$ cat config.mk
export PLATFORM = sky130hd
export DESIGN_NAME = conv_window_gen
export DESIGN_NICKNAME = d
export VERILOG_FILES = /design/src/rtl/conv_window_gen.sv
export SDC_FILE = /design/constraint.sdc
export NUM_CORES = 1
export LEC_CHECK = 0
export ABC_AREA = 0
export CAP_MARGIN = 20
export CORE_MARGIN = 2
export CORE_UTILIZATION = 60
export CTS_CLUSTER_SIZE = 40
export DETAILED_ROUTE_END_ITERATION = 10
export GPL_TIMING_DRIVEN = 0
export PLACE_DENSITY = 0.82
export RECOVER_POWER = 25
export SYNTH_ARGS = -nofsm -noshare
export SYNTH_HDL_FRONTEND = slang
export SYNTH_SLANG_ARGS = --single-unit
$ cat constraint.sdc
create_clock -name clk -period 19.9 [get_ports clk]
set_input_delay 5.97 -clock clk [delete_from_list [all_inputs] [get_ports clk]]
set_output_delay 5.97 -clock clk [all_outputs]
set_load 0.01 [all_outputs]
$ cat src/rtl/conv_window_gen.sv
// conv_window_gen: streaming KxK multi-channel sliding-window generator.
// Takes one raster-order pixel per accepted cycle, keeps K-1 previous rows in
// line buffers, and emits stride-1, unpadded windows packed for the MAC stage.
// Optional build macro: CONV_WINDOW_GEN_BACKPRESSURE_EN adds win_ready and
// holds each window until the consumer takes it.
module conv_window_gen #(
    parameter int DATA_WIDTH  = 8,
    parameter int KERNEL_SIZE = 3,
    parameter int IN_CHANNEL  = 3,
    parameter int IMG_WIDTH   = 8,
    parameter int IMG_HEIGHT  = 8
) (
    input  logic                                                   clk,
    input  logic                                                   rst,
    input  logic                                                   pixel_valid,
    input  logic [IN_CHANNEL*DATA_WIDTH-1:0]                       pixel_in,
    output logic                                                   pixel_ready,
`ifdef CONV_WINDOW_GEN_BACKPRESSURE_EN
    input  logic                                                   win_ready,
`endif
    output logic                                                   window_valid,
    output logic [IN_CHANNEL*KERNEL_SIZE*KERNEL_SIZE*DATA_WIDTH-1:0] window_data,
    output logic                                                   frame_done
);

    localparam int K  = KERNEL_SIZE;
    localparam int PW = IN_CHANNEL * DATA_WIDTH;
    localparam int WW = IN_CHANNEL * K * K * DATA_WIDTH;
    localparam int CW = (IMG_WIDTH  > 1) ? $clog2(IMG_WIDTH)  : 1;
    localparam int RW = (IMG_HEIGHT > 1) ? $clog2(IMG_HEIGHT) : 1;

    localparam logic [CW-1:0] COL_LAST  = CW'(IMG_WIDTH - 1);
    localparam logic [RW-1:0] ROW_LAST  = RW'(IMG_HEIGHT - 1);
    localparam logic [CW-1:0] COL_FIRST = CW'(K - 1);
    localparam logic [RW-1:0] ROW_FIRST = RW'(K - 1);

    logic [CW-1:0]         col;
    logic [RW-1:0]         row;
    logic [PW-1:0]         lb       [K-1][IMG_WIDTH];
    logic [PW-1:0]         col_vec  [K];
    logic [DATA_WIDTH-1:0] win      [IN_CHANNEL][K][K];
    logic [DATA_WIDTH-1:0] win_next [IN_CHANNEL][K][K];
    logic [WW-1:0]         win_flat;
    logic                  accept;
    logic                  emit;
    logic                  col_last;
    logic                  row_last;

`ifdef CONV_WINDOW_GEN_BACKPRESSURE_EN
    // Stall the input only while an untaken window is pending.
    assign pixel_ready = !window_valid || win_ready;
`else
    assign pixel_ready = 1'b1;
`endif

    assign accept   = pixel_valid && pixel_ready;
    assign col_last = (col == COL_LAST);
    assign row_last = (row == ROW_LAST);
    // Only pixels whose window lies fully inside the frame produce output.
    assign emit     = accept && (row >= ROW_FIRST) && (col >= COL_FIRST);

    // Column vector for the current column, oldest row first; line buffers read pre-update.
    always_comb begin
        for (int r = 0; r < K - 1; r++) begin
            col_vec[r] = lb[K-2-r][col];
        end
        col_vec[K-1] = pixel_in;
    end

    // Next window: shift every row left by one and insert the new column at k=K-1.
    always_comb begin
        for (int c = 0; c < IN_CHANNEL; c++) begin
            for (int r = 0; r < K; r++) begin
                for (int k = 0; k < K - 1; k++) begin
                    win_next[c][r][k] = win[c][r][k+1];
                end
                win_next[c][r][K-1] = col_vec[r][c*DATA_WIDTH +: DATA_WIDTH];
            end
        end
    end

    // Pack the next window in (channel, row, column) order, column fastest.
    always_comb begin
        win_flat = '0;
        for (int c = 0; c < IN_CHANNEL; c++) begin
            for (int r = 0; r < K; r++) begin
                for (int k = 0; k < K; k++) begin
                    win_flat[((c*K + r)*K + k)*DATA_WIDTH +: DATA_WIDTH] = win_next[c][r][k];
                end
            end
        end
    end

    // Line-buffer row-shift chain; RAM-like, so no reset (stale rows are never emitted).
    always_ff @(posedge clk) begin
        if (accept) begin
            lb[0][col] <= pixel_in;
            for (int i = 1; i < K - 1; i++) begin
                lb[i][col] <= lb[i-1][col];
            end
        end
    end

    // Raster position counters, advancing on each accepted pixel.
    always_ff @(posedge clk) begin
        if (rst) begin
            col <= '0;
            row <= '0;
        end else if (accept) begin
            if (col_last) begin
                col <= '0;
                row <= row_last ? '0 : row + 1'b1;
            end else begin
                col <= col + 1'b1;
            end
        end
    end

    // Working window register, shifted on every accepted pixel.
    always_ff @(posedge clk) begin
        if (rst) begin
            for (int c = 0; c < IN_CHANNEL; c++) begin
                for (int r = 0; r < K; r++) begin
                    for (int k = 0; k < K; k++) begin
                        win[c][r][k] <= '0;
                    end
                end
            end
        end else if (accept) begin
            win <= win_next;
        end
    end

    // Output stage: window_data only loads on an emitted window and holds otherwise.
    always_ff @(posedge clk) begin
        if (rst) begin
            window_valid <= 1'b0;
            frame_done   <= 1'b0;
            window_data  <= '0;
        end else if (accept) begin
            window_valid <= emit;
            frame_done   <= emit && row_last && col_last;
            if (emit) begin
                window_data <= win_flat;
            end
`ifdef CONV_WINDOW_GEN_BACKPRESSURE_EN
        end else if (win_ready) begin
            window_valid <= 1'b0;
            frame_done   <= 1'b0;
        end
`else
        end else begin
            window_valid <= 1'b0;
            frame_done   <= 1'b0;
        end
`endif
    end

endmodule

==> results.json, run 1 <==
{
  "grt_first_pass_wirelength_um": 115900,
  "synth_cell_type_count": 28,
  "outcome": "complete, no violations",
  "hp-class": "reg2reg",
  "core_area_um2": 46260,
  "fin_skew_ns": 0.02218,
  "synthToLayoutAreaGrowth_pct": 20.51,
  "fillerInstances": 2997,
  "post_drt_via_cell_ratio": 6.031,
  "endpoint_kind": "flip-flop",
  "clkSinkCount": 752,
  "yosys_most_used_dff": "edfxtp_1",
  "synth_area_per_cell_um2": 12.33,
  "drc": 0,
  "period_needed_ns": 8.785,
  "slowest_stage": "nor2_4",
  "place_hpwl_um": 53410,
  "yosys_warnings": 0,
  "fin_crit_sh_pct": 44.15,
  "gp_congestion": 0.8600,
  "grt_pass1_vias": 19790,
  "maxSlewHeadroom_pct": 6.641,
  "crit_required_ns": 20.17,
  "die_h_um": 219.9,
  "nNetsFinal": 2640,
  "synth.area.top_cells": "edfxtp_1 (41%), dfxtp_1 (26%), mux2i_1 (8.6%)",
  "tightest_slew_ns": 1.390,
  "track_usage_pct": 32.27,
  "cts_made_buffers": 71,
  "drt-total-wl_um": 78280,
  "cp_max_fo": 25,
  "rsz0062_at_grt": "false",
  "setup_viol": 0,
  "ir_drop_mv": 0.07786,
  "firstDrtPassIters": 7,
  "power_uw": 3228,
  "antenna_found_initial": 1,
  "max_stage_delay_ns": 0.85,
  "vias": 19720,
  "synth_top_area_cell": "edfxtp_1",
  "critPathKind": "in2reg",
  "num_antenna_cells": 0,
  "place_ws_ns": 10.61,
  "cts_hold_buf": 0,
  "die_area_um2": 48370,
  "finalSetupTns_ns": 0,
  "finalNonFillerCells": 3270,
  "ys_seq_elements": 752,
  "place_inst": 3143,
  "synth.net_count": 2300,
  "syn_area_um2": 27980,
  "start_kind": "input port",
  "cts_htree_levels": 3,
  "clk_latency_ns": 0.60,
  "cts_resized": 0,
  "grt_max_degree": 32,
  "tritoncts": "done",
  "path_buf_inv": 5,
  "synth_cells": 2269,
  "path_cells": "clkdlybuf4s50_1 > buf_2 > buf_2 > clkbuf_1 > nand2_1 > nor2_4 > buf_12",
  "drt_iter0_drc": 2180,
  "start_util_pct": 60.48,
  "cts_root_buf": "clkbuf_16",
  "drive_above_1_share_pct": 10.25,
  "netlist.area_leader.share_pct": 41.22,
  "p_leak_uw": 0.01142,
  "finalHoldViolations": 0,
  "cp_data_arrival_time_ns": 9.06,
  "crit_family": "buffers and inverters",
  "antenna_left": 0,
  "power.density_nw_per_um2": 95.75,
  "portBuffers": 243,
  "row_count": 79,
  "grt-ovfl-total": 0,
  "ios": 246,
  "async_flop_share_pct": 0,
  "fmax_mhz": 113.8,
  "synth-edff-count": 384,
  "critical_path.most_common_cell": "buf_2",
  "finalWorstSetupSlack_ns": 11.11,
  "ys_seq_area_share_pct": 67.55,
  "maxCapViolations": 0,
  "path_clk_slew_ns": 0.06,
  "post-cts-setup-buffers": 0,
  "wl_per_cell_um": 23.94,
  "die_w_um": 219.9,
  "finalMaxSlewViolations": 0,
  "clockBufferDepth": 3
}
==> placed cells by master (no fill, tap or decap), types with 9 or more instances in the layout <==
cell / instances
a211oi_1: 122
a211oi_2: 30
a21oi_1: 219
buf_1: 9
buf_2: 54
buf_4: 12
buf_6: 26
clkbuf_1: 107
clkbuf_16: 76
clkdlybuf4s50_1: 224
clkinv_1: 10
dfxtp_1: 368
dlygate4sd3_1: 19
edfxtp_1: 384
inv_1: 27
mux2i_1: 240
nand2_1: 345
nor2_1: 211
nor3_1: 38
nor3b_2: 39
o22ai_1: 42
o2bb2ai_1: 10
==> layout make-up <==
class,count,area (um2),area share (%)
plain buffers,173,848.3,2.516
flip-flops and latches,752,18900,56.05
well taps,607,759.5,2.253
repair buffers,267,2788,8.268
clock buffers,102,2044,6.064
inverters,27,101.3,0.3006
multi-input cells,1317,8087,23.99
clock inverters,25,188.9,0.5604
==> per-layer routing <==
layer	routed length (um)	track usage, %
met1	29460	40.37
met2	36910	52.01
met3	7481	7.729
met4	4419	17.49
met5	13	0
==> cells by family (layout without fill, tap and decap cells) <==
group | Yosys count | in the layout | share of synthesized area (%)
flops | 752 | 752 | 67.55
fa+ha+maj | 4 | 4 | 0.1789
buf+inv | 200 | 594 | 3.444
simple gates | 649 | 649 | 10.42
mux | 240 | 240 | 8.587
other cells | 1 | 1 | 0.01340
compound gates | 423 | 423 | 9.803
==> worst paths after layout <==
path                                   from                to  slack [ns]  cells past startpoint
worst min-delay path                win[14]  window_data[198]        0.45                      2
worst min register to register      win[14]  window_data[198]        0.45                      2
worst max register to register       col[2]        lb[0][233]       16.12                      6
worst max-delay path            pixel_valid         lb[0][18]       11.11                      7
==> cells in the mapped netlist (3+ instances only) <==
cell       count
clkbuf_1      82
a211oi_1     121
a211oi_2      31
o2bb2ai_1     10
a21oi_1      219
nor3_2        14
o22ai_1       42
buf_6         13
nand2_1      345
buf_2         56
inv_1         27
mux2i_1      240
ha_1           4
nor3b_1        3
buf_4         12
dfxtp_1      368
buf_1         10
edfxtp_1     384
nor3b_2       37
nor2_1       215
nor3_1        25
==> registers in the layout, summed over array words and instances (netlist names) <==
register / count
win: 144
window_data: 216
lb: 384
row: 3
col: 3
frame_done: 1
window_valid: 1
==> worst reg2reg max path, delay by kind of cell (launching register included) <==
kind	cells	cell delay, ns
AO/OA/AOI/OAI	1	0.10
buffers and inverters	4	1.94
flip-flops	1	0.35
AND/OR/NAND/NOR	1	1.04
==> metrics by stage <==
step / utilization [%] / hold WS (ns) / cell area [um2]
final: 72.88 / 0.4506 / 33710
after global routing: 72.88 / 0.4749 / 33710
after CTS: 73.07 / 0.4536 / 33800
after detailed placement: 68.25 / 0.4453 / 31570
after global placement: 67.38 / 0.4391 / 31170
after floorplan: - / 0.4312 / 27980
==> power by group <==
| group | internal (uW) | switching (uW) | leakage (uW) | total [uW] |
|---|---|---|---|---|
| Sequential | 1680 | 20.8 | 0.00648 | 1700 |
| Clock | 744 | 567 | 0.00108 | 1310 |
| Combinational | 68.5 | 152 | 0.00386 | 221 |
No activity file was read; power rests on OpenSTA's default activity.
==> run 2: changes to the inputs <==
Settings changed: CORE_UTILIZATION 60 to 52, PLACE_DENSITY 0.82 to 0.76.
Clock period 19.9 ns to 7.1 ns, I/O delays scaled along.
==> run 2 against run 1 <==
Net effect: critical path depth did not move; register-to-register slack worse by 13 ns; flip-flop and latch count did not move; global-route usage is 4.7 points lower; clock power increased to 2.9 times the previous value; critical endpoint is now lb[0][48].
==> results.json, run 2 (synthesized netlist as in run 1, its figures left out) <==
{
  "ios": 246,
  "crit_required_ns": 7.39,
  "cts_hold_buf": 0,
  "holdWs_ns": 0.4552,
  "finalMaxSlewViolations": 0,
  "portBuffers": 243,
  "clk_latency_ns": 0.61,
  "drive_above_1_share_pct": 10.05,
  "crit_family": "buffers and inverters",
  "final_cell_mix": "edfxtp_1 (384), dfxtp_1 (368), nand2_1 (345), mux2i_1 (240)",
  "start_kind": "input port",
  "grt_max_degree": 27,
  "register_area_um2": 18900,
  "fmax_mhz": 207.3,
  "rsz0062_at_grt": "false",
  "cts_htree_levels": 3,
  "startpoint": "pixel_valid",
  "crit_end": "lb[0][48]",
  "largest_reg_flops": 384,
  "firstDrtPassIters": 5,
  "finalSetupTns_ns": 0,
  "path_clk_slew_ns": 0.06,
  "path_buf_inv": 5,
  "antenna_found_initial": 1,
  "critical_path.most_common_cell": "buf_2",
  "ir_drop_mv": 0.1753,
  "reg2regPathDepth": 6,
  "fillerInstances": 3851,
  "clockBufferDepth": 3,
  "reg2reg_slack_ns": 2.97,
  "period_needed_ns": 4.823,
  "p_leak_uw": 0.01145,
  "drt_iter0_drc": 1861,
  "synthToLayoutAreaGrowth_pct": 21.02,
  "vias": 19390,
  "fin_skew_ns": 0.01988,
  "tightest_slew_ns": 1.357,
  "setup_viol": 0,
  "postPlaceCellArea_um2": 31630,
  "die_w_um": 236.0,
  "drc": 0,
  "power_uw": 9217,
  "tritoncts": "done",
  "cts_root_buf": "clkbuf_16",
  "power.density_nw_per_um2": 272.2,
  "multiInputGateArea_um2": 8016,
  "worstReg2RegEnd": "lb[0][217]",
  "wl_per_cell_um": 23.10,
  "drt-total-wl_um": 77710,
  "fin_crit_sh_pct": 67.93,
  "post-cts-setup-buffers": 0,
  "place_hpwl_um": 54460,
  "cts_resized": 0,
  "endpoint_kind": "flip-flop",
  "reg.largest.list": "lb: 384 flops, window_data: 216 flops, win: 144 flops",
  "critPathKind": "in2reg",
  "clkSinkCount": 752,
  "track_usage_pct": 27.57,
  "design_area_um2": 33860,
  "max_flop_register": "lb",
  "crit_cells": 7,
  "die_area_um2": 55670,
  "slowest_stage": "nor2_4",
  "nNetsFinal": 2641,
  "cp_data_arrival_time_ns": 5.11,
  "start_util_pct": 52.30,
  "finalHoldViolations": 0,
  "cp_max_fo": 26,
  "maxSlewHeadroom_pct": 8.871,
  "antenna_left": 0,
  "post_drt_via_cell_ratio": 5.763,
  "grt-ovfl-total": 0,
  "r2r-start": "col[0]",
  "max_stage_delay_ns": 0.81,
  "cts_made_buffers": 74,
  "hp-class": "reg2reg",
  "holdPathStages": 2,
  "grt_first_pass_wirelength_um": 115600,
  "gp_congestion": 0.8436,
  "maxCapViolations": 0,
  "mostFrequentLayoutCell": "edfxtp_1",
  "core_area_um2": 53500,
  "path_cells": "clkdlybuf4s50_1 > buf_2 > buf_2 > clkbuf_1 > nand2_1 > nor2_4 > buf_12",
  "grt_pass1_vias": 19220,
  "final_util_pct": 63.29,
  "die_h_um": 236.0,
  "outcome": "complete, no violations",
  "row_count": 85
}
[run 2: cell count changes in the layout (fill, tap and decap cells not counted), moves of 2 or more]
cell and change:
clkbuf_1 -4, clkbuf_16 +4, clkbuf_8 +6, clkdlybuf4s50_1 -5, clkinv_1 -2, clkinv_2 +9
clkinvlp_4 -2, dlygate4sd3_1 +5, inv_6 -2, nor3b_1 +15, nor3b_2 -15
[run 2: final cells by class]
type,instances,area share (%)
Sequential cell,752,55.81
Multi-Input combinational cell,1317,23.68
Timing Repair Buffer,265,8.074
Clock buffer,106,6.500
Tap cell,696,2.572
Buffer,173,2.491
Clock inverter,27,0.5654
Inverter,27,0.2993
Antenna cell,1,0.007391
[run 2: stage by stage]
stage / worst slack [ns] / instances
after floorplan: 0.4564 / 2269
after global placement: -3.154 / 3208
after detailed placement: 1.724 / 3230
after CTS: 2.346 / 3363
after global routing: 2.180 / 3363
final: 2.277 / 3364
[run 2: per-layer routing]
metal,track usage (%),vias to the layer above,share of wire (%)
met5,0,-,0
met4,13.68,0,5.3
met3,5.769,188,8.2
met2,45.66,877,48
met1,34.47,9531,39
li1,-,8791,-
[run 2: report_power, final]
group          total, uW  internal (uW)  switching (uW)
sequential          4750           4700            55.9
clock               3840           2230            1610
combinational        617            187             430
[run 2: how the worst min path moves through the flow]
| stage | startpoint | end | slack (ns) |
|---|---|---|---|
| 6_report | window_data[213] | window_data[213] | 0.46 |
| 5_1_grt | window_data[213] | window_data[213] | 0.47 |
| 4_1_cts | window_data[213] | window_data[213] | 0.45 |
| 3_5_place_dp | window_data[26] | window_data[26] | 0.45 |
| 3_3_place_gp | win[56] | window_data[144] | 0.44 |
| 2_1_floorplan | win[200] | window_data[0] | 0.43 |
[run 2: worst reg2reg max path, stage by stage, from the launching register on]
cell and delay (ns):
dfxtp_1 0.43, clkbuf_1 0.42, clkbuf_1 0.57, clkbuf_1 0.74
nor3b_1 0.12, nor3_1 1.11, inv_1 0.39
==> run 3: changes to the inputs <==
Settings changed: CORE_UTILIZATION 52 to 57, PLACE_DENSITY 0.76 to 0.79.
Clock period 7.1 ns to 5 ns, I/O delays scaled along.
==> run 3 against run 2 <==
Net effect: worst setup slack got worse by 1.6 ns; core utilization increased by 6.4 points; worst hold slack got worse by 0.0086 ns; design area increased by 0.14%; critical endpoint is now lb[0][22]; largest cell class unchanged.
==> results.json, run 3 (synthesized netlist as in run 1, its figures left out) <==
{
  "clkSinkCount": 752,
  "grt_max_degree": 32,
  "start_util_pct": 57.51,
  "cts_made_buffers": 73,
  "synthToLayoutAreaGrowth_pct": 21.20,
  "drc": 0,
  "vias": 19790,
  "rsz0062_at_grt": "false",
  "nNetsFinal": 2642,
  "finalMaxSlewViolations": 0,
  "drt-total-wl_um": 78640,
  "power.density_nw_per_um2": 385.4,
  "clk_latency_ns": 0.61,
  "p_leak_uw": 0.01151,
  "max_flop_register": "lb",
  "antenna_left": 0,
  "grt_pass1_vias": 19540,
  "post_drt_via_cell_ratio": 6.016,
  "row_count": 81,
  "slowest_stage": "nor2_4",
  "crit_cells": 7,
  "clockBufferDepth": 3,
  "reg.largest.list": "lb: 384 flops, window_data: 216 flops, win: 144 flops",
  "power_uw": 13070,
  "hp-class": "reg2reg",
  "track_usage_pct": 30.83,
  "firstDrtPassIters": 6,
  "cts_htree_levels": 3,
  "die_area_um2": 50870,
  "tritoncts": "done",
  "fin_skew_ns": 0.01852,
  "ios": 246,
  "crit_family": "buffers and inverters",
  "period_needed_ns": 4.367,
  "core_area_um2": 48650,
  "start_kind": "input port",
  "cts_resized": 0,
  "final_cell_mix": "edfxtp_1 (384), dfxtp_1 (368), nand2_1 (345), mux2i_1 (240), a21oi_1 (219)",
  "maxCapViolations": 0,
  "drt_iter0_drc": 2089,
  "tightest_slew_ns": 1.318,
  "max_stage_delay_ns": 0.63,
  "fmax_mhz": 229.0,
  "startpoint": "pixel_valid",
  "mostFrequentLayoutCell": "edfxtp_1",
  "reg2regPathDepth": 6,
  "wl_per_cell_um": 23.90,
  "fillerInstances": 3251,
  "cp_max_fo": 17,
  "crit_required_ns": 5.30,
  "maxSlewHeadroom_pct": 11.44,
  "cts_hold_buf": 0,
  "path_cells": "dlygate4sd3_1 > clkbuf_1 > buf_2 > clkbuf_1 > nand2_1 > nor2_4 > buf_16",
  "path_buf_inv": 5,
  "critPathKind": "in2reg",
  "grt_first_pass_wirelength_um": 116500,
  "path_clk_slew_ns": 0.06,
  "die_w_um": 225.5,
  "largest_reg_flops": 384,
  "endpoint_kind": "flip-flop",
  "die_h_um": 225.5,
  "setup_viol": 0,
  "finalSetupTns_ns": 0,
  "r2r-start": "col[0]",
  "critical_path.most_common_cell": "clkbuf_1",
  "outcome": "complete, no violations",
  "cts_root_buf": "clkbuf_16",
  "post-cts-setup-buffers": 0,
  "drive_above_1_share_pct": 10.47,
  "place_hpwl_um": 54870,
  "portBuffers": 243,
  "grt-ovfl-total": 0,
  "cp_data_arrival_time_ns": 4.67,
  "antenna_found_initial": 2,
  "worstReg2RegEnd": "lb[0][315]",
  "crit_end": "lb[0][22]",
  "finalHoldViolations": 0,
  "gp_congestion": 0.8708,
  "ir_drop_mv": 0.2930,
  "reg2reg_slack_ns": 1.14,
  "fin_crit_sh_pct": 87.34
}
[run 3: layout make-up]
cell class	instances	area, um2	share of cell area, %
Antenna cell	2	5.005	0.01476
Sequential cell	752	18900	55.73
Clock buffer	103	2067	6.096
Clock inverter	27	272.8	0.8044
Tap cell	622	778.2	2.295
Multi-Input combinational cell	1317	8097	23.88
Inverter	27	101.3	0.2989
Timing Repair Buffer	267	2853	8.413
Buffer	173	835.8	2.465
[run 3: power by group]
group	leakage [uW]	internal, uW	switching (uW)
sequential	0.00648	6670	82.1
combinational	0.00388	270	613
clock	0.00116	3150	2280
[run 3: routing by layer]
layer / global-route usage (%) / part of all wire [%]
met5: 0 / 0.0089
met4: 15.92 / 5.4
met3: 6.310 / 8.4
met2: 50.82 / 48
met1: 38.66 / 38
[run 3: worst min-delay path: cells and delay by family (launching register included)]
kind | cells | cell delay (ns)
flops | 1 | 0.31
simple gates | 1 | 0.05
compound gates | 1 | 0.05
[run 3: worst min-delay path by stage]
| stage | start | cells past startpoint | slack, ns | to |
|---|---|---|---|---|
| after floorplan | win[200] | 2 | 0.43 | window_data[0] |
| after global placement | win[32] | 2 | 0.44 | window_data[168] |
| after detailed placement | win[8] | 2 | 0.44 | window_data[192] |
| after CTS | window_data[209] | 2 | 0.45 | window_data[209] |
| after global routing | window_data[182] | 2 | 0.47 | window_data[182] |
| final | win[105] | 2 | 0.45 | window_data[97] |
[run 3: through the flow]
stage | cell area, um2 | worst slack [ns] | utilization (%) | hold WS, ns | std cells
2_1_floorplan | 27980 | -1.014 | - | 0.4312 | 2269
3_3_place_gp | 31190 | -4.564 | 64.11 | 0.4399 | 3134
3_5_place_dp | 31650 | 0.2072 | 65.07 | 0.4447 | 3158
4_1_cts | 33990 | 0.8303 | 69.88 | 0.4532 | 3288
5_1_grt | 33910 | 0.5257 | 69.70 | 0.4701 | 3289
6_report | 33910 | 0.6328 | 69.70 | 0.4466 | 3290
